`src/rtl/mem_cell_master.sv`:
```
// mem_cell_master: request/response controller that sequences writes, reads and
// mode-switch resets into mem_cell, guarding against overflow and underflow.
module mem_cell_master #(
    parameter int WIDTH  = 8,
    parameter int RD_LAT = 1
) (
    input  logic             clk,
    input  logic             reset,
    input  logic             req_valid,
    output logic             req_ready,
    input  logic             req_write,
    input  logic [2:0]       req_mode,
    input  logic [WIDTH-1:0] req_data,
    output logic             rsp_valid,
    input  logic             rsp_ready,
    output logic [WIDTH-1:0] rsp_data,
    output logic             rsp_err,
    output logic [7:0]       err_count,
    output logic [31:0]      mem_din,
    output logic [2:0]       mem_mode,
    output logic [2:0]       mem_chip_en,
    output logic [1:0]       mem_rw,
    output logic             mem_reset,
    input  logic [31:0]      mem_dout,
    input  logic             mem_full,
    input  logic             mem_empty
);
    typedef enum logic [2:0] {IDLE, SW_RST, SW_WAIT, WRITE, READ, RD_WAIT, RESP} state_t;
    state_t           r_state, w_next;
    logic             r_write;
    logic [2:0]       r_mode, r_cur_mode;
    logic [WIDTH-1:0] r_data, r_rsp_data;
    logic [31:0]      r_din;
    logic [1:0]       r_lat;
    logic             r_rsp_err;
    logic [7:0]       r_err_count;
    logic             w_accept, w_legal, w_lat_done, w_unused;

    assign w_accept   = req_valid && req_ready;
    assign w_legal    = req_mode == 3'b001 || req_mode == 3'b010 || req_mode == 3'b100;
    assign w_lat_done = r_lat == 2'(RD_LAT - 1);
    // Only the low WIDTH bits of the memory word form a response.
    assign w_unused   = ^mem_dout;

    always_ff @(posedge clk or negedge reset) begin
        if (!reset) begin
            r_state     <= IDLE;
            r_write     <= 1'b0;
            r_mode      <= '0;
            r_cur_mode  <= '0;
            r_data      <= '0;
            r_din       <= '0;
            r_lat       <= '0;
            r_rsp_data  <= '0;
            r_rsp_err   <= 1'b0;
            r_err_count <= '0;
        end else begin
            r_state <= w_next;
            r_din   <= mem_din;
            r_lat   <= r_state == RD_WAIT ? r_lat + 2'd1 : 2'd0;
            if (w_accept) begin
                r_write <= req_write;
                r_mode  <= req_mode;
                r_data  <= req_data;
            end
            if (r_state == SW_RST)
                r_cur_mode <= r_mode;
            if (w_accept && !w_legal) begin
                r_rsp_err  <= 1'b1;
                r_rsp_data <= '0;
            end
            if (r_state == WRITE || r_state == READ) begin
                r_rsp_err  <= r_state == WRITE ? mem_full : mem_empty;
                r_rsp_data <= '0;
            end
            if (r_state == RD_WAIT && w_lat_done)
                r_rsp_data <= mem_dout[WIDTH-1:0];
            if (rsp_valid && rsp_ready && r_rsp_err && r_err_count != 8'hFF)
                r_err_count <= r_err_count + 8'd1;
        end
    end

    always_comb begin
        w_next = r_state;
        case (r_state)
            IDLE:    if (w_accept) w_next = !w_legal ? RESP : req_mode != r_cur_mode ? SW_RST : req_write ? WRITE : READ;
            SW_RST:  w_next = SW_WAIT;
            SW_WAIT: w_next = r_write ? WRITE : READ;
            WRITE:   w_next = RESP;
            READ:    w_next = mem_empty ? RESP : RD_WAIT;
            RD_WAIT: if (w_lat_done) w_next = RESP;
            RESP:    if (rsp_ready) w_next = IDLE;
            default: w_next = IDLE;
        endcase
    end

    always_comb begin
        req_ready   = r_state == IDLE && reset;
        rsp_valid   = r_state == RESP;
        rsp_data    = r_rsp_data;
        rsp_err     = r_rsp_err;
        err_count   = r_err_count;
        mem_reset   = r_state == SW_RST;
        mem_rw      = r_state == WRITE && !mem_full ? 2'd1 : r_state == READ && !mem_empty ? 2'd2 : 2'd0;
        mem_din     = mem_rw == 2'd1 ? 32'(r_data) : r_din;
        mem_mode    = r_cur_mode;
        mem_chip_en = r_cur_mode;
    end
endmodule

```
`config.mk`:
```
export PLATFORM = sky130hd
export DESIGN_NAME = mem_cell_master
export DESIGN_NICKNAME = d
export VERILOG_FILES = /design/src/rtl/mem_cell_master.sv
export SDC_FILE = /design/constraint.sdc
export NUM_CORES = 1
export LEC_CHECK = 0
export CAP_MARGIN = 20
export CORE_MARGIN = 5
export CORE_UTILIZATION = 60
export DETAILED_ROUTE_END_ITERATION = 6
export DONT_BUFFER_PORTS = 1
export GPL_TIMING_DRIVEN = 0
export PLACE_DENSITY = 0.76
export SYNTH_ARGS = -nofsm -noshare
export SYNTH_HDL_FRONTEND = slang
export SYNTH_SLANG_ARGS = --single-unit
```
`constraint.sdc`:
```
create_clock -name clk -period 1.9 [get_ports clk]
set_clock_uncertainty 0.15 [all_clocks]
set_input_delay 0.19 -clock clk [delete_from_list [all_inputs] [get_ports clk]]
set_output_delay 0.19 -clock clk [all_outputs]
set_load 0.02 [all_outputs]
```
[Word level (Yosys, flattened, before mapping)]
Cells that the tools add are included.
Word-level totals
  input port bits: 50
  output and inout port bits: 60
  word-level logic and storage cells: 66
  bits in registers: 69
Operators by class
  equality and inequality tests: 15
  add/sub/neg operators: 2
  reduce and logical (&&, ||, !) cells: 20
  muxes and demuxes: 19
Operators by type and width (number)
  $mux 32: 1
  $mux 8: 3
  $mux 3: 7
  $pmux 3 s7: 1
  $eq 3x3->1 const B: 4
  $eq 3x2->1 const B: 3
  $logic_and 1x1->1: 9
  $add 8x1->8 const B: 1
  $mux 2: 4
  $ne 8x8->1 const B: 1
  $eq 3x1->1 const B: 2
  $ne 2x2->1 const B: 2
  $logic_not 1->1: 3
  $logic_not 3->1: 1
  $logic_or 1x1->1: 3
  $mux 1: 3
  $ne 3x3->1: 1
  $reduce_and 3->1: 1
  $reduce_bool 3->1: 1
  $add 2x1->2 const B: 1
  $eq 2x1->1 const B: 1
  $logic_not 2->1: 1
  $ne 2x1->1 const B: 1
  $reduce_bool 2->1: 1

[Depth between registers and ports, before layout]
  depth after elaboration: 8
  gate-level depth with buffers: 7
  gate-level depth less buffers: 6

[Least setup slack after synthesis]
Ideal clock, no wire load.
  path type: reg-to-output
  start: register r_state[1]
  end: output port mem_din[4]
  data required time: 1.560 ns
  arrival time: 1.505 ns
  cell stages (with the launch flop): 7
  buffers on the path: 2
  setup slack: 0.055 ns
  cells stage by stage: dfrtp_1 buf_4 nor2b_4 nand2_1 nor2_4 buf_6 mux2_1
Between the ends
  longest elaborated chain between the ends: 6
  elaborated cells on any way between the ends: 8
  those cells by class: 3 x eq/ne; 3 x mux; 2 x reduce/logical
RTL lines
  start: declaration: RTL line 29  | state_t r_state, w_next;
  start signal: assignment: RTL line 58  | r_state <= w_next;
  $eq 3x3->1: RTL line 104  | mem_rw = r_state == WRITE && !mem_full ? 2'd1 : r_state == READ && !mem_empty ? 2'd2 : 2'd0;
  $logic_and 1x1->1: RTL line 104
  $mux 2: RTL line 104
  $mux 2 *: RTL line 104
  $eq 2x1->1 *: RTL line 105  | mem_din = mem_rw == 2'd1 ? 32'(r_data) : r_din;
  $mux 32 *: RTL line 105
  end: declaration: RTL line 19  | output logic [31:0] mem_din,
Mark *: on every way between the ends. The rest lies on a longest branch, timed or not.

[Worst setup path after layout]
  start: register r_state[0]
  end: output port mem_din[7]
Same word-level chain as after synthesis.

==> flow_summary_export.csv <==
group,metric,value,unit
outcome,outcome,"finished, violations left",
outcome,violations,"hold timing, setup timing",
setup_path,critPathMostFrequentCell,"buf_6",
sta,slew-limit-headroom,0.630,
clocking,clock_path_buffers,2,
logic_synthesis,yosysSeqAreaShare,0.604,
floorplan,dieArea,6240,um^2
setup_path,crit_required,1560,ps
place,place_congestion,0.794,
floorplan,die_h,79.0,um
setup_path,slowest_stage,"dfrtp_1",
setup_path,worstSetupPathType,"reg -> out",
route,drtIter0Drc,118,
power_and_ir_drop,power.total,4810,uW
logic_synthesis,synth.distinct_cells,46,
route,drtPass1Iterations,4,
route,wl_per_cell,18.0,um
layout,diodes,0,
setup_path,crit_path_start_kind,"flop",
sta,rsz0062_at_grt,"true",
power_and_ir_drop,leakagePower,0.00176,uW
sta,final-hold-violation-count,69,
layout,drive_above_1_share,0.313,
run,maxCapViolations,0,
global_routing,grtUsageTotal,0.208,
logic_synthesis,ys_dominant_reg_cell,"dfrtp_1",
layout,post-route-util,0.779,
route,via_per_inst,5.46,
logic_synthesis,synth_area,2860,um^2
sta,setup_ws,-109,ps
clocking,cts_hold_buf,23,
clocking,cts_buffers,9,
power_and_ir_drop,ir_drop,797,uV
logic_synthesis,syn-num-nets,289,
place,dp.final_hpwl,3.71,mm
floorplan,core.rowCount,25,
floorplan,dieWidth,79.0,um
min_path,holdCritPathClass,"in -> async",
setup_path,critical-path-max-stage-delay,400,ps
layout,finish.net_count,335,
layout,stdcell_count,342,
clocking,cts_max_level,3,
global_routing,grt_pass1_wl,9.87,mm
sta,drv_slew,0,
global_routing,antenna_found_initial,0,
clocking,root_buffer,"clkbuf_8",
clocking,insertion_delay,330,ps
sta,finalSetupViolCount,27,
sta,fmax,0.498,GHz
clocking,tritoncts,"built",
floorplan,num_io_pins,110,
route,ant_nets,0,
setup_path,crit_fanout,10,
route,routed_wl,6.16,mm
setup_path,critPathCaptureType,"output pin",
logic_synthesis,synthCells,237,
layout,area_growth,27.1,%
place,pre_cts_ws,-119,ps
sta,whs,-607,ps
route,num_vias,1866,
logic_synthesis,async_reset_ff_frac,1.00,
global_routing,first_global_vias,1993,
place,place_inst,293,
logic_synthesis,synth-edff-count,0,
sta,final.period_utilization,1.06,
setup_path,reg2reg_slack,30,ps
power_and_ir_drop,p_per_area,1330,nW/um^2
global_routing,gr-total-overflow,0,
setup_path,cp_cell_sequence,"buf_6, nand2_2, nor2_4, buf_6, mux2_4",
floorplan,core_area,4660,um^2
global_routing,grt_max_degree,74,
sta,tightest_slew,553,ps
clocking,path_clk_slew,70,ps
place,port_buffers,0,
clocking,cts_sinks,69,
sta,min_period,2010,ps
setup_path,cp.arrival,1670,ps
route,drc,0,
logic_synthesis,synth.ff_latch_count,69,
floorplan,initial_utilization,0.613,
logic_synthesis,yosysWarnings,0,
logic_synthesis,syn_avg_cell_area,12.1,um^2
power breakdown:
group / internal [uW] / switching [uW] / total [uW]
Combinational: 735 / 779 / 1510
Clock: 506 / 531 / 1040
Sequential: 1820 / 445 / 2260
per-layer routing:
layer,part of all wire,track usage,vias to the layer above
met5,0,0,-
met4,0.024,0.0911,0
met3,0.074,0.0703,13
met2,0.50,0.349,61
met1,0.40,0.241,908
li1,-,-,884
stage by stage:
stage | area [um^2] | TNS, ps
after CTS | 3550 | -3660
after global placement | 2930 | -1170
final | 3630 | -1180
after global routing | 3630 | -3140
after detailed placement | 2930 | -837
after floorplan | 2860 | 0
synth_stat cells (4+ instances only):
library cell | number | area [um^2]
a22o_1 | 8 | 70.1
buf_2 | 4 | 20.0
buf_4 | 4 | 30.0
dfrtp_1 | 69 | 1730
inv_1 | 6 | 22.5
mux2_1 | 5 | 56.3
mux2_2 | 8 | 90.1
nand2_1 | 41 | 154
nand3_1 | 4 | 20.0
nor2_1 | 8 | 30.0
nor2b_1 | 26 | 163
o21ai_0 | 5 | 25.0
xnor2_1 | 4 | 35.0
xor2_1 | 5 | 43.8
critical path: cells and delay by family (launching register included):
family	cells	cell delay (ps)
buffers and inverters	2	330
multiplexers	1	350
flip-flops	1	400
AND/OR/NAND/NOR	2	250
repair_timing:
action | CTS | global route
cloned | 1 | 0
endpoints found under the setup margin | 39 | 56
endpoints found under the hold margin | 91 | 69
setup buffers | 6 | 6
pin swaps | 2 | 4
gates resized for setup | 54 | 16
sequential cells by signal, indices dropped and copies added (netlist names):
register	cells
r_din	32
err_count	8
r_data	8
rsp_data	8
mem_chip_en	3
r_mode	3
r_state	3
r_lat	2
r_write	1
rsp_err	1
final timing paths:
path | startpoint | endpoint | cells after the start
worst min register to register | r_lat[0] | r_lat[0] | 1
worst max-delay path | r_state[0] | mem_din[7] | 5
worst min-delay path | reset | err_count[7] | 0
worst max register to register | r_state[2] | rsp_data[6] | 8
max in group asynchronous | reset | r_data[0] | 0
min in group clk | mem_empty | r_state[1] | 3
layout make-up:
type	count	area, um^2
buffer	10	93.8
clock buffer	12	145
clock inverter	4	23.8
fill	283	1030
inverter	7	28.8
multi-input combinational	149	1190
sequential	69	1730
tap	54	67.6
timing repair buffer	37	353
cells by family after synthesis:
family | synth area share
muxes | 0.0512
DFF | 0.604
and+or+nand+nor | 0.191
buffers and inverters | 0.0398
AOI/OAI and AO/OA | 0.0771
xor gates and xnor gates | 0.0276
adders and majority gates | 0.00876
layout by cell type (no fill, tap or decap), types with 2 or more instances in the layout:
| cell type | n |
|---|---|
| dfrtp_1 | 67 |
| nand2_1 | 40 |
| dlygate4sd3_1 | 23 |
| nor2b_4 | 12 |
| nor2b_2 | 12 |
| buf_4 | 12 |
| clkbuf_8 | 10 |
| mux2_4 | 9 |
| nor2_1 | 8 |
| a22o_1 | 8 |
| inv_1 | 6 |
| xor2_1 | 5 |
| o21ai_0 | 5 |
| buf_6 | 4 |
| nand3_1 | 4 |
| xnor2_1 | 4 |
| mux2_2 | 4 |
| nor2b_1 | 3 |
| nand2b_1 | 3 |
| clkinv_2 | 3 |
| buf_12 | 2 |
| nor4b_2 | 2 |
| a31oi_1 | 2 |
| buf_2 | 2 |
| and4_1 | 2 |
| clkbuf_1 | 2 |
| dfrtp_2 | 2 |
(Power assumes the default switching activity.)
